**src/rtl/cache_arb_pkg.sv**
```systemverilog
// Shared definitions for the cache channel arbiters: FSM state type and ID width helper.
package cache_arb_pkg;

    typedef enum logic [1:0] {
        ST_IDLE  = 2'd0,
        ST_ISSUE = 2'd1,
        ST_WAIT  = 2'd2,
        ST_DONE  = 2'd3
    } arb_state_t;

    // Width of a grant index for n requesters; never narrower than one bit.
    function automatic int unsigned id_width(input int unsigned n);
        return (n <= 2) ? 1 : $clog2(n);
    endfunction

endpackage

```
**src/rtl/rr_priority_select.sv**
```systemverilog
// Combinational round-robin selector: finds the first set request bit
// scanning upward from (pointer+1) mod N_REQ with wrap-around.
module rr_priority_select #(
    parameter int unsigned N_REQ = 4,
    parameter int unsigned ID_W  = 2
) (
    input  logic [N_REQ-1:0] i_req,
    input  logic [ID_W-1:0]  i_ptr,
    output logic [ID_W-1:0]  o_idx,
    output logic             o_found
);

    int unsigned w_dist;
    int unsigned w_best;

    // Pick the requester with the smallest rotational distance past the pointer.
    always_comb begin
        o_idx   = '0;
        o_found = 1'b0;
        w_dist  = 0;
        w_best  = N_REQ;
        for (int unsigned i = 0; i < N_REQ; i++) begin
            // Distance 0 is the slot right after the pointer; pointer is always < N_REQ.
            w_dist = (i + N_REQ - 1 - 32'(i_ptr)) % N_REQ;
            if (i_req[i] && (w_dist < w_best)) begin
                w_best  = w_dist;
                o_idx   = ID_W'(i);
                o_found = 1'b1;
            end
        end
    end

endmodule

```
**src/rtl/write_channel_arbiter.sv**
```systemverilog
// Round-robin arbiter sharing one cache write channel between N_REQ requesters.
// One transaction in flight; single-cycle m_valid pulse with registered payload
// held until the downstream completion handshake.
module write_channel_arbiter
    import cache_arb_pkg::*;
#(
    parameter int unsigned N_REQ  = 4,
    parameter int unsigned ADDR_W = 30,
    parameter int unsigned DATA_W = 32,
    parameter int unsigned NBYTES = DATA_W / 8,
    parameter int unsigned ID_W   = id_width(N_REQ)
) (
    input  logic                     ap_clk,
    input  logic                     reset,
    input  logic [N_REQ-1:0]         s_valid,
    input  logic [N_REQ*ADDR_W-1:0]  s_addr,
    input  logic [N_REQ*DATA_W-1:0]  s_wdata,
    input  logic [N_REQ*NBYTES-1:0]  s_wstrb,
    output logic [N_REQ-1:0]         s_ready,
    output logic                     m_valid,
    output logic [ADDR_W-1:0]        m_addr,
    output logic [DATA_W-1:0]        m_wdata,
    output logic [NBYTES-1:0]        m_wstrb,
    input  logic                     m_ready,
    output logic [ID_W-1:0]          grant_id,
    output logic                     busy
);

    arb_state_t          r_state;
    arb_state_t          w_next;
    logic [ID_W-1:0]     r_grant;
    logic [ID_W-1:0]     r_ptr;
    logic [ID_W-1:0]     w_idx;
    logic                w_found;
    logic [ADDR_W-1:0]   r_addr;
    logic [DATA_W-1:0]   r_wdata;
    logic [NBYTES-1:0]   r_wstrb;
    logic [ADDR_W-1:0]   w_sel_addr;
    logic [DATA_W-1:0]   w_sel_wdata;
    logic [NBYTES-1:0]   w_sel_wstrb;

    rr_priority_select #(
        .N_REQ (N_REQ),
        .ID_W  (ID_W)
    ) u_sel (
        .i_req   (s_valid),
        .i_ptr   (r_ptr),
        .o_idx   (w_idx),
        .o_found (w_found)
    );

    // Route the winning requester's payload slice toward the capture registers.
    always_comb begin
        w_sel_addr  = '0;
        w_sel_wdata = '0;
        w_sel_wstrb = '0;
        for (int unsigned i = 0; i < N_REQ; i++) begin
            if (w_idx == ID_W'(i)) begin
                w_sel_addr  = s_addr[i*ADDR_W +: ADDR_W];
                w_sel_wdata = s_wdata[i*DATA_W +: DATA_W];
                w_sel_wstrb = s_wstrb[i*NBYTES +: NBYTES];
            end
        end
    end

    // State register.
    always_ff @(posedge ap_clk or posedge reset) begin
        if (reset) begin
            r_state <= ST_IDLE;
        end else begin
            r_state <= w_next;
        end
    end

    // Next-state: one ISSUE cycle, then wait for completion; m_ready only counts in WAIT.
    always_comb begin
        w_next = r_state;
        case (r_state)
            ST_IDLE:  if (w_found) w_next = ST_ISSUE;
            ST_ISSUE: w_next = ST_WAIT;
            ST_WAIT:  if (m_ready) w_next = ST_DONE;
            ST_DONE:  w_next = ST_IDLE;
            default:  w_next = ST_IDLE;
        endcase
    end

    // Grant, payload capture at arbitration time, and pointer update on completion.
    always_ff @(posedge ap_clk or posedge reset) begin
        if (reset) begin
            r_grant <= '0;
            r_ptr   <= ID_W'(N_REQ - 1);
            r_addr  <= '0;
            r_wdata <= '0;
            r_wstrb <= '0;
        end else begin
            if ((r_state == ST_IDLE) && w_found) begin
                r_grant <= w_idx;
                r_addr  <= w_sel_addr;
                r_wdata <= w_sel_wdata;
                r_wstrb <= w_sel_wstrb;
            end
            if (r_state == ST_DONE) begin
                r_ptr <= r_grant;
            end
        end
    end

    // State-decoded outputs: valid pulse in ISSUE, one-hot completion in DONE.
    always_comb begin
        m_valid = (r_state == ST_ISSUE);
        busy    = (r_state == ST_ISSUE) || (r_state == ST_WAIT);
        s_ready = '0;
        for (int unsigned i = 0; i < N_REQ; i++) begin
            s_ready[i] = (r_state == ST_DONE) && (r_grant == ID_W'(i));
        end
    end

    assign m_addr   = r_addr;
    assign m_wdata  = r_wdata;
    assign m_wstrb  = r_wstrb;
    assign grant_id = r_grant;

endmodule

```
**config.mk**
```make
export PLATFORM = sky130hd
export DESIGN_NAME = write_channel_arbiter
export DESIGN_NICKNAME = d
export VERILOG_FILES = /design/src/rtl/cache_arb_pkg.sv /design/src/rtl/rr_priority_select.sv /design/src/rtl/write_channel_arbiter.sv
export SDC_FILE = /design/constraint.sdc
export NUM_CORES = 1
export LEC_CHECK = 0
export ABC_CLOCK_PERIOD_IN_PS = 6130
export BUFFER_PORTS_ARGS = -buffer_cell sky130_fd_sc_hd__buf_4
export CAP_MARGIN = 20
export CORE_AREA = 5 5 132 134
export CTS_CLUSTER_DIAMETER = 60
export DETAILED_ROUTE_END_ITERATION = 8
export DIE_AREA = 0 0 137 139
export PLACE_DENSITY = 0.7
export SLEW_MARGIN = 20
export SYNTH_ARGS = -nofsm -noshare
export SYNTH_HDL_FRONTEND = slang
export SYNTH_SLANG_ARGS = --single-unit
```
**constraint.sdc**
```tcl
create_clock -name ap_clk -period 6.13 [get_ports ap_clk]
set_clock_uncertainty 0.2 [all_clocks]
set_input_delay 1.226 -clock ap_clk [delete_from_list [all_inputs] [get_ports ap_clk]]
set_output_delay 1.226 -clock ap_clk [all_outputs]
set_load 0.05 [all_outputs]
```
==> summary.txt <==
RSZ-0062 raised after global routing: no
Layout area overhead: 60.3%
Core Region: 16,200 sq um
Port Buffers: 344
Worst-Margin Slew: 1.10 ns
R2R setup slack: 1.72 ns
Max-slew headroom: 26.8%
DR vias/cell: 5.36
Mapped Area: 5010 sq um
Setup TNS: 0 ns
Max Fanout on Critical Path: 23
yosys warns: 0
Setup Viol. Count Final: 0
starting density of the core: 31.0%
final worst-path cycle share: 78.9%
io pins: 345
Routed Antenna Nets: 0
Num CTS Buffers: 9
total wire length: 21.8 mm
EDFF count, synth: 0
Tmin final: 4.83 ns
die area: 19,000 sq um
wire per inst: 19.9 microns
top_reg_cell synth: dfrtp_1
CTS resizes: 0
fin util: 49.6%
ANT cells: 0
DIE HEIGHT: 139 microns
Power Density: 572 nW/um^2
initial antenna violation count: 0
r2r endpoint: m_wstrb[1]$_DFFE_PP0P_
Hold Fails Final Rpt: 0
TritonCTS Sinks: 72
fraction of registers with async set/reset: 100%
fin nets: 1,148
global placement routability congestion: 0.795
worst setup path startpoint: s_valid[1]
floorplan row count: 47
largest net degree at the start of global routing: 73
maximum clock frequency: 0.207 GHz
clk_lat worst skew: 0.34 ns
Critical R2R Launch: r_ptr[1]$_DFFE_PP1P_
vias in the first global route: 5,908
average size of a mapped cell: 8.90 sq um
die width: 137 microns
clock buffer depth: 2
GR Util All Layers: 21.7%
Remaining DRCs: 0
dpl hpwl: 15.9 mm
kind of critical path: in -> reg
post-synthesis sequential area ratio: 36.0%
layout cells sized above 1: 46.5%
Worst VDD drop: 0.300 mV
HP Class: reg -> reg
routed vias: 5,871
R2R cell count: 14
LEAKAGE: 3.66 nW
CP Launch Type: input port
WP data required: 6.17 ns
Setup Buffers After CTS: 0
Max Cap Viol: 0
CP arrival: 4.88 ns
Max Slew Vio Count: 0
crit path to: m_wstrb[1]$_DFFE_PP0P_
CP Capture Type: flip-flop
first-pass GRT wire length: 32.4 mm
register bit count reported by yosys: 72
Hold Buf Count CTS: 0
CTS clock-pin slew for the worst setup and hold paths: 0.06 ns
synth unique cells: 47
DR iter-0 viols: 259
status: finished clean
Root Buffer: clkbuf_16
Synthesized Nets: 840
post-synthesis cell count: 563
Pre-antenna DRT Iters: 5
CTS tree: built
H-tree Lvls: 3
total gr overflow: 0
==> cells in the mapped netlist (2+ instances only) <==
cell,count,area [sq um]
buf_6,2,22.5
a221oi_1,55,482
ha_1,6,75.1
a221oi_2,10,150
buf_8,3,45.0
mux2_2,14,158
a21o_1,18,135
buf_2,19,95.1
a21oi_1,20,100
nand3_1,18,90.1
o22ai_1,37,231
dfstp_2,2,52.6
inv_1,9,33.8
o21ai_0,35,175
dfrtp_1,70,1750
o21a_1,2,15.0
clkbuf_1,29,109
nand2b_1,36,225
and3_1,2,12.5
mux2i_1,36,360
buf_4,4,30.0
a32oi_1,2,17.5
a31oi_1,19,119
nand2_1,24,90.1
nor2_1,69,259
==> sequential cells by signal, summed over array words and instances, names as in the netlist <==
register / cells
m_addr: 30
r_state: 2
r_ptr: 2
m_wdata: 32
m_wstrb: 4
grant_id: 2
==> where the power goes <==
group          total (mW)  switching (mW)  internal, mW
logic                3.13            2.10          1.03
registers           0.901           0.162         0.739
clock network       0.557           0.218         0.339
total                4.59            2.48          2.11
==> worst max-delay path: stages <==
cell	delay [ns]
buf_4	0.13
mux2_2	0.33
a21oi_1	0.19
ha_1	0.21
o22ai_1	0.13
o21ai_2	0.39
o21ai_0	0.17
ha_1	0.40
nand2_1	0.19
nand2_1	0.13
a32oi_4	0.66
buf_4	0.38
o21ai_0	0.13
a31oi_1	0.20
==> area by class of cell <==
| type | instances | area (sq um) |
|---|---|---|
| repair buffers | 355 | 2690 |
| well taps | 220 | 275 |
| fillers | 1550 | 8140 |
| flip-flops and latches | 72 | 1800 |
| multi-input cells | 424 | 2920 |
| inverters | 9 | 35.0 |
| clock inverters | 4 | 51.3 |
| clock buffers | 12 | 256 |
==> logic make-up (layout without fill, tap and decap cells) <==
| group | count (synthesis) | after routing | share of synthesized area [%] |
|---|---|---|---|
| flip-flops | 72 | 72 | 36.0 |
| buffers and inverters | 67 | 380 | 6.77 |
| AND/OR/NAND/NOR | 160 | 160 | 15.2 |
| adder cells (fa/ha/maj) | 6 | 6 | 1.50 |
| XOR/XNOR | 1 | 1 | 0.175 |
| multiplexers | 51 | 51 | 10.6 |
| AO/OA/AOI/OAI | 206 | 206 | 29.8 |
==> metrics by stage <==
step | instance area (sq um) | cells | setup WS, ns | hold slack, ns | power (mW)
3_3_place_gp | 7690 | 1079 | 1.04 | 0.306 | 4.00
5_1_grt | 8030 | 1096 | 1.08 | 0.350 | 4.87
2_1_floorplan | 5010 | 563 | 1.66 | 0.317 | 3.08
4_1_cts | 8030 | 1096 | 1.37 | 0.330 | 4.62
6_report | 8030 | 1096 | 1.30 | 0.330 | 4.59
3_5_place_dp | 7720 | 1080 | 0.992 | 0.316 | 4.06
==> metal layers <==
metal  part of all wire [%]  wire (microns)  GRT usage [%]
met3                    7.9            1720           4.64
met2                     51           11100           37.6
met1                     39            8440           26.2
met5                      0               0              0
met4                    2.6             559           7.62
==> cells in the final DEF (no fill, tap or decap), types with 2 or more instances in the layout <==
cell	count
inv_1	7
mux2i_1	36
a21o_1	18
o22ai_1	37
a31oi_1	19
o21ai_0	35
clkbuf_16	9
a21oi_4	2
buf_4	353
a21oi_2	2
mux2_2	14
nor2_1	69
dfstp_2	2
a221oi_2	10
ha_1	6
a221oi_1	55
dfrtp_1	70
nand3_1	18
clkinv_2	2
a21oi_1	17
nand2_1	24
clkbuf_8	2
o21a_1	2
and3_1	2
nand2b_1	36
==> worst min-delay path by stage <==
stage	from	slack, ns	end	cells past startpoint
after floorplan	r_state[0]$_DFFE_PP0P_	0.32	r_state[0]$_DFFE_PP0P_	1
after global placement	m_wdata[21]$_DFFE_PP0P_	0.31	m_wdata[21]$_DFFE_PP0P_	2
after detailed placement	m_addr[14]$_DFFE_PP0P_	0.32	m_addr[14]$_DFFE_PP0P_	2
after CTS	m_addr[14]$_DFFE_PP0P_	0.33	m_addr[14]$_DFFE_PP0P_	2
after global routing	m_addr[25]$_DFFE_PP0P_	0.35	m_addr[25]$_DFFE_PP0P_	2
final	m_addr[14]$_DFFE_PP0P_	0.33	m_addr[14]$_DFFE_PP0P_	2
(Power assumes the default switching activity.)
